`src/rtl/mult_pkg.sv`:
```
// Shared definitions for the multiplier datapaths.
//   state_t       : FSM state of the sequential shift-add multiplier
//   WIDTH_DEFAULT : default operand width in bits
package mult_pkg;

    localparam int WIDTH_DEFAULT = 8;

    typedef enum logic [1:0] {
        IDLE,
        RUN,
        DONE
    } state_t;

endpackage : mult_pkg

```
`src/rtl/pp_row_adder.sv`:
```
// One partial-product row: (mcand AND mbit) ripple-added onto hi.
// Same cell structure as a row of the unrolled array multiplier.
// Ports:
//   mcand [WIDTH-1:0] : multiplicand
//   mbit              : current multiplier bit
//   hi    [WIDTH-1:0] : running upper half of the product
//   s     [WIDTH:0]   : row sum, carry-out in s[WIDTH]
module pp_row_adder #(
    parameter int WIDTH = 8
) (
    input  logic [WIDTH-1:0] mcand,
    input  logic             mbit,
    input  logic [WIDTH-1:0] hi,
    output logic [WIDTH:0]   s
);

    logic [WIDTH:0] carry;
    logic [WIDTH-1:0] pp;

    assign pp = mcand & {WIDTH{mbit}};

    always_comb begin
        carry    = '0;
        s        = '0;
        for (int unsigned i = 0; i < WIDTH; i++) begin
            s[i]       = hi[i] ^ pp[i] ^ carry[i];
            carry[i+1] = (hi[i] & pp[i]) | (hi[i] & carry[i]) | (pp[i] & carry[i]);
        end
        s[WIDTH] = carry[WIDTH];
    end

endmodule : pp_row_adder

```
`src/rtl/seq_array_multiplier.sv`:
```
// Sequential unsigned WIDTH x WIDTH multiplier, one partial-product row per
// clock (shift-add). Area-reduced alternative to the unrolled array.
// Ports:
//   clk, rst_n           : clock (rising edge), async active-low reset
//   in_valid / in_ready  : operand handshake (a, b)
//   a, b [WIDTH-1:0]     : multiplicand, multiplier
//   out_valid / out_ready: product handshake
//   product [2*WIDTH-1:0]: a*b, valid only while out_valid is high
//   busy                 : high while an operation is in RUN or DONE
module seq_array_multiplier
    import mult_pkg::*;
#(
    parameter  int WIDTH = WIDTH_DEFAULT,
    localparam int CW    = $clog2(WIDTH)
) (
    input  logic               clk,
    input  logic               rst_n,
    input  logic               in_valid,
    output logic               in_ready,
    input  logic [WIDTH-1:0]   a,
    input  logic [WIDTH-1:0]   b,
    output logic               out_valid,
    input  logic               out_ready,
    output logic [2*WIDTH-1:0] product,
    output logic               busy
);

    state_t           state;
    logic [WIDTH-1:0] mcand;
    logic [WIDTH-1:0] hi;
    logic [WIDTH-1:0] lo;
    logic [CW-1:0]    cnt;
    logic [WIDTH:0]   s;

    // lo doubles as the multiplier shift register: its LSB is the bit for
    // the current row, and vacated top bits collect the low product bits.
    pp_row_adder #(.WIDTH(WIDTH)) u_row (
        .mcand (mcand),
        .mbit  (lo[0]),
        .hi    (hi),
        .s     (s)
    );

    assign product = {hi, lo};

    // Handshake/status outputs are registered alongside state so they
    // always agree with it.
    always_ff @(posedge clk or negedge rst_n) begin
        if (!rst_n) begin
            state     <= IDLE;
            mcand     <= '0;
            hi        <= '0;
            lo        <= '0;
            cnt       <= '0;
            in_ready  <= 1'b1;
            out_valid <= 1'b0;
            busy      <= 1'b0;
        end else begin
            case (state)
                IDLE: begin
                    if (in_valid) begin
                        mcand    <= a;
                        lo       <= b;
                        hi       <= '0;
                        cnt      <= '0;
                        state    <= RUN;
                        in_ready <= 1'b0;
                        busy     <= 1'b1;
                    end
                end
                RUN: begin
                    hi <= s[WIDTH:1];
                    lo <= {s[0], lo[WIDTH-1:1]};
                    if (cnt == CW'(WIDTH - 1)) begin
                        state     <= DONE;
                        out_valid <= 1'b1;
                    end else begin
                        cnt <= cnt + CW'(1);
                    end
                end
                DONE: begin
                    if (out_ready) begin
                        state     <= IDLE;
                        out_valid <= 1'b0;
                        in_ready  <= 1'b1;
                        busy      <= 1'b0;
                    end
                end
                default: begin
                    state     <= IDLE;
                    in_ready  <= 1'b1;
                    out_valid <= 1'b0;
                    busy      <= 1'b0;
                end
            endcase
        end
    end

endmodule : seq_array_multiplier
```
`config.mk`:
```
export PLATFORM = sky130hd
export DESIGN_NAME = seq_array_multiplier
export DESIGN_NICKNAME = d
export VERILOG_FILES = /design/src/rtl/mult_pkg.sv /design/src/rtl/pp_row_adder.sv /design/src/rtl/seq_array_multiplier.sv
export SDC_FILE = /design/constraint.sdc
export NUM_CORES = 1
export LEC_CHECK = 0
export ABC_AREA = 1
export CORE_MARGIN = 2
export CORE_UTILIZATION = 33
export CTS_CLUSTER_DIAMETER = 40
export DETAILED_ROUTE_END_ITERATION = 16
export GPL_TIMING_DRIVEN = 0
export SLEW_MARGIN = 20
export SYNTH_ARGS = -nofsm -noshare
export SYNTH_HDL_FRONTEND = slang
export SYNTH_SLANG_ARGS = --single-unit
export TNS_END_PERCENT = 10
```
`constraint.sdc`:
```
create_clock -name clk -period 3.7 [get_ports clk]
set_clock_uncertainty 0.1 [all_clocks]
set_input_delay 0.925 -clock clk [delete_from_list [all_inputs] [get_ports clk]]
set_output_delay 0.925 -clock clk [all_outputs]
set_load 0.1 [all_outputs]
```
==> summary.txt, run 1 <==
Run status
  – Outcome: completed

Critical path
  – Crit. End Element: flip-flop
  – FF-to-FF setup slack: 230 ps
  – Crit path kind: flip-flop to flip-flop
  – Crit path DAT: 3530 ps
  – CP Data Required Time: 3760 ps
  – CP startpoint kind: flip-flop
  – Max FO, Critical Path: 10

Place
  – DP Cell Count: 299
  – Detailed Place HPWL: 2540 um
  – GPL Wtd Cong: 0.768
  – Port Buf Inserts: 38
  – DP Worst Slack: -42.7 ps

Floorplan
  – Die area: 5540 um^2
  – Rows: 25
  – I/O pin cnt: 39
  – Die height: 74.4 um
  – Initial core utilization: 34.4%
  – Die W: 74.4 um
  – Placeable core area: 4750 um^2

Clock tree
  – CTS Root Cell: clkbuf_8
  – CTS hold repair buffers: 0
  – CTS Buffer Depth: 2
  – Cts bufs inserted: 5
  – Postcts setup bufs: 0
  – Skew-Pair Late Insertion Delay: 280 ps
  – CTS clk-pin slew, worst paths: 70 ps
  – CTS tree: done
  – H-Tree Depth: 2
  – Sinks on Clock Net: 32

Run
  – MaxCap Viol Count: 0

Synth
  – Sequential-to-total area share from yosys stat: 49.0%
  – Post-Synth XOR/XNOR Area: 0%
  – Compound-Gate Fraction of Synth Area: 3.90%
  – Top-area cell type share of the netlist area: 47.4%
  – Number of synthesis warnings: 0
  – Post-synthesis cell count: 193
  – Synthesized-area fraction occupied by adder cells: 10.9%
  – Mean post-synth cell area: 8.48 um^2
  – Flops & latches, synth: 32
  – Main combinational cell family by area after synthesis: simple AND/OR/NAND/NOR gates
  – Area share of and/or/nand/nor cells after synthesis: 28.6%
  – Top cell type by total area after synthesis: dfrtp_1
  – Post-Syn Area: 1640 um^2
  – Cell variety after synth: 20
  – Top cells by area, synth: dfrtp_1 47%, nand2_1 21%, fa_1 8.6%
  – Multiplexer share of the synthesized area: 0%
  – Synthesized Nets: 223

Global routing
  – Antenna violations before repair: 0
  – Largest net degree at the start of global routing: 21
  – Vias in the first global route: 1262
  – First-pass GRT wire length: 5930 um
  – Global route overflow: 0
  – Total GRT Usage: 14.3%

Route
  – Avg WL per Cell: 11.2 um
  – Via density: 4.30
  – Final ANT Viol Nets: 0
  – Drt initial violations: 104
  – DR pass1 iterations: 4
  – Final WL: 3410 um
  – DR DRC count: 0
  – Vias: 1317

Final layout
  – Commonest non-fill, non-tap cell in the layout: nand2_1
  – Fin cells: 306
  – Number of antenna diodes: 0
  – Most frequent cells in the layout: 90 x nand2_1, 37 x clkdlybuf4s50_1, 28 x dfrtp_1, 19 x nand3_1, 18 x inv_1
  – Final nets: 268
  – Share of layout cells above drive strength 1: 10.0%
  – Area Growth Syn to Fin: 35.9%

STA
  – Period utilisation layout: 93.7%
  – Slew @ Worst Pin: 972 ps
  – Peak Freq: 288 MHz
  – Setup violators final: 0
  – Rel. slew slack: 35.0%
  – Post-layout minimum cycle time: 3470 ps
  – Fin worst setup slack: 233 ps
  – Fin. Hold Viols: 0
  – RSZ-0062 raised after global routing: false
  – Final Max Slew Viols: 0

Hold path
  – HP Class: flip-flop to flip-flop
==> worst max-delay path: stages, from the launching register on <==
cell and delay, ps:
dfrtp_2 470, nand2_1 80, inv_1 60, ha_1 150
fa_1 180, fa_1 160, inv_1 50, fa_1 370
fa_1 390, fa_1 390, fa_1 380, fa_1 490
o21ai_0 80
==> worst paths after layout <==
path / startpoint / depth (start not counted) / endpoint
setup / recovery: lo[0] / 12 / hi[6]
hold / removal: in_ready / 2 / in_ready
setup reg to reg: lo[0] / 12 / hi[6]
hold reg to reg: in_ready / 2 / in_ready
max in group asynchronous: rst_n / 2 / in_ready
min in group asynchronous: rst_n / 1 / hi[4]
==> cells in the mapped netlist (all sizes together) <==
master / n
inv: 18
o21bai: 1
buf: 7
dfstp: 1
nor2: 2
nand4: 1
dfrtp: 31
o21ai: 9
clkbuf: 2
fa: 7
nand2: 91
nand3b: 1
ha: 3
nand3: 19
==> layer usage <==
metal	share of wire [%]	global-route usage, %	vias to the layer above
li1	-	-	680
met1	47	19.4	599
met2	46	21.7	33
met3	4.7	4.07	5
met4	1.7	5.36	0
met5	0	0	-
==> through the flow <==
| stage | utilization (%) | hold slack [ps] | cell area (um^2) | TNS, ps |
|---|---|---|---|---|
| global placement | 44.2 | 352 | 2100 | -65.5 |
| floorplan | - | 342 | 1640 | 0 |
| finish | 46.8 | 362 | 2220 | 0 |
| CTS | 46.7 | 364 | 2220 | 0 |
| detailed placement | 44.7 | 354 | 2130 | -42.7 |
| global route | 46.8 | 391 | 2220 | 0 |
==> sequential cells by signal, summed over array words and instances, names as in the netlist <==
register,count
hi,8
state,2
mcand,8
lo,8
out_valid,1
in_ready,1
busy,1
cnt,3
==> area by class of cell <==
class	count	area, um^2
Multi-Input combinational cell	134	709
Timing Repair Buffer	39	403
Inverter	18	67.6
Buffer	8	53.8
Fill cell	484	2530
Sequential cell	32	806
Clock buffer	8	100
Tap cell	67	83.8
==> kinds of logic after synthesis <==
group,after synthesis
compound gates,10
fa+ha+maj,10
buf+inv,27
flops,32
simple gates,114
==> what timing repair did <==
action                                  in CTS  in global routing
resized for setup                            0                  1
cloned                                       0                  0
endpoints found under the setup margin       1                  2
Power of run 1 is not shown: default switching activity piles up to over one toggle a cycle in this logic, so the estimate is an artifact.
==> run 2: changes to the inputs <==
- PLACE_DENSITY: default -> 0.66
- SETUP_SLACK_MARGIN: default -> 0.2
==> run 2 against run 1 <==
Against the previous run: routed wire length is essentially flat; first-iteration DRC count shrank 28%; highest routed layer unchanged; global-route usage shrank 0.081 points; hold slack is essentially flat; critical path depth grew 1; via count grew 1.8%; maximum frequency grew 3.3%; flip-flop and latch count is the same; count of clock-buffer cells in the layout is the same; die area is the same.
==> summary.txt, run 2 (same netlist as run 1, synthesis figures left out) <==
Critical path
  – Reg-to-Reg End: hi[6]
  – Crit path DAT: 3430 ps (-100 ps)
  – CP startpoint kind: flip-flop
  – Max FO, Critical Path: 9 (-1)
  – Crit. End Element: flip-flop
  – Crit path kind: flip-flop to flip-flop
  – CP Data Required Time: 3770 ps (about the same)
  – R2r startpoint: lo[0]
  – FF-to-FF setup slack: 350 ps (+110 ps)
  – R2R depth: 13 (+1)

STA
  – Slew @ Worst Pin: 973 ps (+0.387 ps)
  – Setup violators final: 0 (unchanged)
  – Final Max Slew Viols: 0 (unchanged)
  – Setup TNS: 0 ps (unchanged)
  – Post-layout minimum cycle time: 3350 ps (-112 ps)
  – Fin. Hold Viols: 0 (unchanged)
  – RSZ-0062 raised after global routing: false
  – Peak Freq: 298 MHz (+3.3%)
  – Period utilisation layout: 90.7% (-3.0 points)
  – Rel. slew slack: 34.9% (about the same)

Hold path
  – Min-Delay Path Depth: 2 (unchanged)
  – Hold path start: in_ready
  – HP Class: flip-flop to flip-flop
  – Hold EP: in_ready

Place
  – Detailed Place HPWL: 2540 um (-0.13%)
  – GPL Wtd Cong: 0.738 (-3.9%)
  – Dpl cell area: 2130 um^2 (+0.18%)
  – Port Buf Inserts: 38 (unchanged)

Global routing
  – First-pass GRT wire length: 5840 um (-1.5%)
  – Largest net degree at the start of global routing: 20 (-4.8%)
  – Vias in the first global route: 1270 (+0.63%)
  – Total GRT Usage: 14.2% (-0.081 points)
  – Global route overflow: 0 (unchanged)
  – Antenna violations before repair: 0 (unchanged)

Route
  – DR DRC count: 0 (unchanged)
  – Final WL: 3420 um (about the same)
  – Drt initial violations: 75 (-28%)
  – Avg WL per Cell: 11.1 um (-0.24%)
  – Final ANT Viol Nets: 0 (unchanged)
  – Vias: 1341 (+1.8%)
  – DR pass1 iterations: 4 (unchanged)
  – Via density: 4.37 (+1.5%)

Final layout
  – Final instance area: 2240 um^2 (+0.68%)
  – Commonest non-fill, non-tap cell in the layout: nand2_1
  – Final nets: 269 (+0.37%)
  – Number of antenna diodes: 0 (unchanged)
  – Area Growth Syn to Fin: 36.8%
  – Share of layout cells above drive strength 1: 11.3% (+1.2 points)
  – Top flop regs: hi: 8 flops, lo: 8 flops, mcand: 8 flops
  – Most frequent cells in the layout: 90 x nand2_1, 37 x clkdlybuf4s50_1, 28 x dfrtp_1, 19 x nand3_1, 18 x inv_1
  – Fillers: 475 (-1.9%)

Floorplan
  – Die area: 5540 um^2 (unchanged)
  – Initial core utilization: 34.4% (unchanged)
  – Die W: 74.4 um (unchanged)
  – Die height: 74.4 um (unchanged)
  – Placeable core area: 4750 um^2 (unchanged)
  – Rows: 25 (unchanged)
  – I/O pin cnt: 39 (unchanged)

Clock tree
  – CTS clk-pin slew, worst paths: 70 ps (about the same)
  – CTS hold repair buffers: 0 (unchanged)
  – Postcts setup bufs: 0 (unchanged)
  – CTS Buffer Depth: 2 (unchanged)
  – CTS Root Cell: clkbuf_8
  – H-Tree Depth: 2 (unchanged)
  – Skew-Pair Late Insertion Delay: 280 ps (about the same)
  – Cts bufs inserted: 5 (unchanged)
  – Sinks on Clock Net: 32 (unchanged)
  – CTS tree: done

Run status
  – Outcome: completed

Run
  – MaxCap Viol Count: 0 (unchanged)
run 2: cell types whose count changed in the layout (fill, tap and decap cells not counted), sizes merged:
cell / previous run / this run
buf: 9 / 10
run 2: layout make-up:
class	instances	area (um^2)	area share, %
Buffer	9	68.8	3.07
Clock buffer	8	90.1	4.02
Inverter	18	67.6	3.02
Multi-Input combinational cell	134	717	32.0
Sequential cell	32	808	36.1
Tap cell	67	83.8	3.75
Timing Repair Buffer	39	403	18.0
run 2: layer usage:
layer	vias up	wire (um)	global-route usage [%]
met5	-	0	0
met4	0	69	6.75
met3	7	160	3.79
met1	619	1580	18.6
li1	683	-	-
met2	32	1600	21.9
run 2: per-stage QoR:
stage          instances  setup WS [ps]  utilization (%)  hold WS, ps
6_report             307            345             47.1          362
5_1_grt              307            204             47.1          390
4_1_cts              307            212             46.9          364
3_5_place_dp         299           6.20             44.8          353
3_3_place_gp         298           23.8             44.3          353
2_1_floorplan        193            234                -          342
run 2: what timing repair did:
action	in CTS	in global routing
setup endpoints to repair	2	2
gates resized for setup	3	6
gates cloned	0	0
pin swaps	0	0
run 2: worst max path at each step:
| stage | cells past startpoint | slack, ps | end | from |
|---|---|---|---|---|
| after global placement | 13 | 20 | hi[6] | lo[0] |
| after floorplan | 13 | 230 | hi[6] | lo[0] |
| after detailed placement | 13 | 6 | hi[6] | lo[0] |
| after CTS | 13 | 210 | hi[6] | lo[0] |
| after global routing | 13 | 200 | hi[6] | lo[0] |
| final | 13 | 350 | hi[6] | lo[0] |
run 2: worst max-delay path: stages (launching register included):
cell and delay (ps):
dfrtp_1 380, buf_8 130, nand2_1 50, inv_1 50, ha_1 150, fa_2 190, fa_1 150, inv_1 50
fa_1 370, fa_1 390, fa_2 350, fa_2 340, fa_1 480, o21ai_1 60
Power of run 2 is left out for the same reason.
==> run 3: changes to the inputs <==
- SKIP_LAST_GASP: default -> 1
==> results of run 3 <==
Same layout as run 2: the final DEF is identical, and so are final timing and power.
Power of run 3 is left out for the same reason.
